--- src/rtl/unified_mem_arbiter.sv ---
// Shares one single-port, variable-latency memory between instruction fetch and data (load/store) access.
// Define UMA_TIMEOUT_EN to enable the watchdog that aborts stalled transactions after TIMEOUT_CYCLES.
module unified_mem_arbiter #(
  parameter int ADDR_W         = 32,
  parameter int DATA_W         = 32,
  parameter int TIMEOUT_CYCLES = 255
) (
  input  logic                CLK,
  input  logic                RST,
  input  logic                if_req,
  input  logic [ADDR_W-1:0]   if_addr,
  output logic                if_done,
  output logic [DATA_W-1:0]   if_rdata,
  output logic                if_busy,
  input  logic                d_req,
  input  logic                d_we,
  input  logic [ADDR_W-1:0]   d_addr,
  input  logic [DATA_W-1:0]   d_wdata,
  input  logic [DATA_W/8-1:0] d_wstrb,
  output logic                d_done,
  output logic [DATA_W-1:0]   d_rdata,
  output logic                d_busy,
  output logic                mem_valid,
  output logic                mem_we,
  output logic [ADDR_W-1:0]   mem_addr,
  output logic [DATA_W-1:0]   mem_wdata,
  output logic [DATA_W/8-1:0] mem_wstrb,
  input  logic                mem_ready,
  input  logic [DATA_W-1:0]   mem_rdata,
  output logic                bus_err
);
  localparam logic [DATA_W-1:0] NOP_INSN = DATA_W'(32'h0000_0013);

  typedef enum logic [1:0] {IDLE, FETCH, DATA} stateT;

  stateT state, nextState;
  logic  grantData, grantFetch, txnEnd, timeoutHit;

  // A stage's own done blocks its re-grant, so a request held through done is served once.
  assign if_busy = if_req & ~if_done;
  assign d_busy  = d_req & ~d_done;
  assign txnEnd  = (state != IDLE) && (mem_ready || timeoutHit);

  // NOTE: every signal driven here gets a default first so no path can infer a latch.
  always_comb begin
    nextState  = state;
    grantData  = 1'b0;
    grantFetch = 1'b0;
    unique case (state)
      IDLE: begin
        if (d_req && !d_done) begin
          grantData = 1'b1;
          nextState = DATA;
        end else if (if_req && !if_done) begin
          grantFetch = 1'b1;
          nextState  = FETCH;
        end
      end
      FETCH, DATA: if (txnEnd) nextState = IDLE;
      default:     nextState = IDLE;
    endcase
  end

  // NOTE: state registers use non-blocking assignments so every flop samples pre-edge values.
  always_ff @(posedge CLK) begin
    if (RST) begin
      state     <= IDLE;
      mem_valid <= 1'b0;
      mem_we    <= 1'b0;
      mem_addr  <= '0;
      mem_wdata <= '0;
      mem_wstrb <= '0;
      if_done   <= 1'b0;
      d_done    <= 1'b0;
      if_rdata  <= '0;
      d_rdata   <= '0;
    end else begin
      state   <= nextState;
      if_done <= 1'b0;
      d_done  <= 1'b0;
      if (grantData) begin
        mem_valid <= 1'b1;
        mem_we    <= d_we;
        mem_addr  <= d_addr;
        mem_wdata <= d_wdata;
        mem_wstrb <= d_we ? d_wstrb : '0;
      end else if (grantFetch) begin
        mem_valid <= 1'b1;
        mem_we    <= 1'b0;
        mem_addr  <= if_addr;
        mem_wdata <= '0;
        mem_wstrb <= '0;
      end else if (txnEnd) begin
        mem_valid <= 1'b0;
        if (state == FETCH) begin
          if_done  <= 1'b1;
          if_rdata <= timeoutHit ? NOP_INSN : mem_rdata;
        end else begin
          d_done <= 1'b1;
          // Stores leave the last load result untouched.
          if (!mem_we) d_rdata <= timeoutHit ? '0 : mem_rdata;
        end
      end
    end
  end

`ifdef UMA_TIMEOUT_EN
  logic [15:0] waitCnt;
  logic        busErr;

  // Fires on the stalled cycle that brings the count up to TIMEOUT_CYCLES.
  assign timeoutHit = (state != IDLE) && !mem_ready && (waitCnt == 16'(TIMEOUT_CYCLES - 1));
  assign bus_err    = busErr;

  always_ff @(posedge CLK) begin
    if (RST) begin
      waitCnt <= '0;
      busErr  <= 1'b0;
    end else begin
      if (grantData || grantFetch)         waitCnt <= '0;
      else if (state != IDLE && !mem_ready) waitCnt <= waitCnt + 16'd1;
      if (timeoutHit) busErr <= 1'b1;
    end
  end
`else
  logic unusedTimeoutCfg;

  assign unusedTimeoutCfg = (TIMEOUT_CYCLES > 0);
  assign timeoutHit       = 1'b0;
  assign bus_err          = 1'b0;
`endif
endmodule

--- config.mk ---
export PLATFORM = sky130hd
export DESIGN_NAME = unified_mem_arbiter
export DESIGN_NICKNAME = d
export VERILOG_FILES = /design/src/rtl/unified_mem_arbiter.sv
export SDC_FILE = /design/constraint.sdc
export NUM_CORES = 1
export LEC_CHECK = 0
export BUFFER_PORTS_ARGS = -buffer_cell sky130_fd_sc_hd__buf_2
export CAP_MARGIN = 15
export CORE_MARGIN = 4
export CORE_UTILIZATION = 41
export CTS_CLUSTER_SIZE = 10
export DETAILED_ROUTE_END_ITERATION = 12
export MAX_ROUTING_LAYER = met4
export PLACE_DENSITY = 0.8
export SYNTH_ARGS = -nofsm -noshare
export SYNTH_HDL_FRONTEND = slang
export SYNTH_SLANG_ARGS = --single-unit
--- constraint.sdc ---
create_clock -name CLK -period 1.6 [get_ports CLK]
set_input_delay 0.32 -clock CLK [delete_from_list [all_inputs] [get_ports CLK]]
set_output_delay 0.32 -clock CLK [all_outputs]
set_load 0.01 [all_outputs]
==> results.sh <==
export IMPL_fp_row_count=41
export IMPL_r2r_start="state[0]$_SDFFE_PP0P_"
export IMPL_fin_crit_ns=1.623
export IMPL_synthFlopType="dfxtp_1"
export IMPL_crit_fanout=8
export IMPL_whs_ns=0.1339
export IMPL_synth_distinct_cells=32
export IMPL_start_util_pct=42.43
export IMPL_min_path_type="in -> reg"
export IMPL_cts_root_buf="clkbuf_16"
export IMPL_fmax_ghz=0.6163
export IMPL_grt_max_degree=38
export IMPL_cts_tree="built"
export IMPL_clock_path_buffers=2
export IMPL_violations="setup timing"
export IMPL_layout_commonest_cell="buf_2"
export IMPL_min_from="d_wdata[10]"
export IMPL_gp_congestion=0.8000
export IMPL_dr_pass1_iters=5
export IMPL_antenna_found_initial=0
export IMPL_cp_data_required_time_ns=1.91
export IMPL_grt_pass1_wl_mm=25.14
export IMPL_cts_buffers=17
export IMPL_groute_usage_overall_pct=21.92
export IMPL_die_h_um=123.2
export IMPL_mostFrequentLayoutCells="274 x buf_2, 138 x nand2_1, 137 x dfxtp_1"
export IMPL_min_period_over_period_pct=101.4
export IMPL_drt_wl_total_mm=17.84
export IMPL_first_iter_violations=382
export IMPL_place_hpwl_mm=11.80
export IMPL_ff2ff_path_depth=8
export IMPL_setup_ws_ns=-0.02265
export IMPL_skew_ns=0.007061
export IMPL_outcome="complete, but fails checks"
export IMPL_synth_edff_count=0
export IMPL_nets=1041
export IMPL_maxCapViolations=0
export IMPL_multi_input_area_mm2=0.002564
export IMPL_regArea_mm2=0.002764
export IMPL_ioPinCount=277
export IMPL_clk_latency_ns=0.41
export IMPL_clk_pin_slew_ns=0.06
export IMPL_syn_avg_cell_area_um2=8.762
export IMPL_syn_nets=762
export IMPL_p_per_area_mw_per_mm2=1457
export IMPL_drive_above_1_share_pct=50.27
export IMPL_fp_dieArea_mm2=0.01518
export IMPL_io_buffers=275
export IMPL_crit_type="reg -> reg"
export IMPL_cp_arrival_ns=1.93
export IMPL_vias=5472
export IMPL_core_region_area_mm2=0.01282
export IMPL_n_fill_cell=1136
export IMPL_yosysSeqAreaShare_pct=50.77
export IMPL_netlist_instances=621
export IMPL_ant_nets=0
export IMPL_synth_seq_cells=138
export IMPL_detail_route_vias_per_cell=5.039
export IMPL_total_power_uw=11820
export IMPL_hold_buffers=0
export IMPL_setup_tns_ns=-0.2003
export IMPL_critPathLaunchType="flip-flop"
export IMPL_r2r_setup_slack_ns=-0.02
export IMPL_drv_slew=0
export IMPL_synthArstFlopShare_pct=0
export IMPL_crit_path_end_kind="flip-flop"
export IMPL_hold_path_depth=3
export IMPL_grt_pass1_vias=5155
export IMPL_post_place_ws_ns=-0.06731
export IMPL_die_w_um=123.2
export IMPL_r2r_end="mem_addr[6]$_SDFFE_PP0P_"
export IMPL_hold_viol_final=0
export IMPL_rsz0062_at_grt="true"
export IMPL_setup_viol=17
export IMPL_power_leakage_uw=0.003734
export IMPL_drc_errors=0
export IMPL_irDropWorstVdd_v=0.0008689
export IMPL_yosys_warnings=0
export IMPL_wire_per_inst_um=16.43
export IMPL_grt_overflow=0
export IMPL_syn_area_mm2=0.005441
export IMPL_clock_sinks=138
export IMPL_area_growth_pct=49.09
export IMPL_hold_end="mem_wdata[10]$_SDFFE_PP0P_"
export IMPL_htreeDepth=4
## worst max-delay path: stages (launching register included)
cell and delay, ns:
dfxtp_2 0.35, inv_2 0.07, ha_4 0.18, buf_4 0.14, nand3b_1 0.09, buf_6 0.17
nand2_8 0.09, clkbuf_16 0.19, o221a_2 0.24
## registers in the layout (all words and copies together), names as in the netlist
signal	cells
state	2
mem_wstrb	4
mem_we	1
mem_wdata	32
d_done	1
mem_addr	32
if_done	1
mem_valid	1
if_rdata	32
d_rdata	32
## Yosys cell counts, drive strengths merged, types with 2 or more instances
master | n | area [µm²]
clkbuf | 17 | 63.81
inv | 6 | 22.52
nor4 | 2 | 12.51
nor2 | 98 | 367.9
a2bb2oi | 33 | 289.0
dfxtp | 138 | 2763
ha | 3 | 37.54
o221a | 32 | 360.4
a21oi | 69 | 457.9
nand3 | 9 | 45.04
buf | 33 | 204.0
nand2b | 3 | 36.29
nand2 | 165 | 624.4
## power breakdown
part / internal, µW / switching (µW)
Sequential: 3930 / 250
Clock: 2460 / 1490
Combinational: 1750 / 1940
Total: 8150 / 3680
## worst max-delay path by stage
stage / startpoint / slack, ns / to
after floorplan: state[0]$_SDFFE_PP0P_ / 0.0004 / if_rdata[10]$_SDFFE_PP0P_
after global placement: state[1]$_SDFFE_PP0P_ / 0.001 / d_rdata[18]$_SDFFE_PP0P_
after detailed placement: state[0]$_SDFFE_PP0P_ / -0.07 / mem_addr[28]$_SDFFE_PP0P_
after CTS: state[1]$_SDFFE_PP0P_ / 0.004 / if_rdata[20]$_SDFFE_PP0P_
after global routing: state[0]$_SDFFE_PP0P_ / -0.08 / d_rdata[28]$_SDFFE_PP0P_
final: state[0]$_SDFFE_PP0P_ / -0.02 / mem_addr[6]$_SDFFE_PP0P_
## area by class of cell
class	count	area share, %
sequential	138	34.07
multi-input combinational	427	31.60
timing repair buffer	310	23.95
clock buffer	22	5.969
tap	172	2.653
clock inverter	10	1.419
inverter	6	0.3085
antenna	1	0.03085
## layer usage
metal	vias to the layer above	GRT usage, %	wire [µm]
met3	27	6.679	1476
met5	-	-	0
met2	224	37.24	8939
li1	2663	-	-
met1	2558	24.11	7104
met4	0	8.443	323
## stage by stage
| step | utilization (%) | std cells | cell area [µm²] |
|---|---|---|---|
| CTS | 60.89 | 1077 | 7809 |
| detailed placement | 55.37 | 1042 | 7101 |
| global route | 63.24 | 1085 | 8110 |
| floorplan | - | 621 | 5444 |
| finish | 63.26 | 1086 | 8113 |
| global placement | 55.37 | 1042 | 7101 |
## what timing repair did
item	4_1_cts	5_1_grt
buffers inserted	2	1
gates cloned	1	7
resized for setup	18	42
endpoints found under the hold margin	0	0
setup endpoints to repair	123	106
pin swaps	2	1
## cells by family (layout without fill, tap and decap cells)
kind of cell / count (synthesis) / count (layout) / share of synthesized area (%)
other cells: 1 / 2 / 0.06892
fa+ha+maj: 3 / 3 / 0.6899
compound gates: 142 / 142 / 22.17
simple gates: 281 / 281 / 20.97
flops: 138 / 138 / 50.77
buf+inv: 56 / 348 / 5.335
Note: power is estimated with default switching activity, not from simulation.
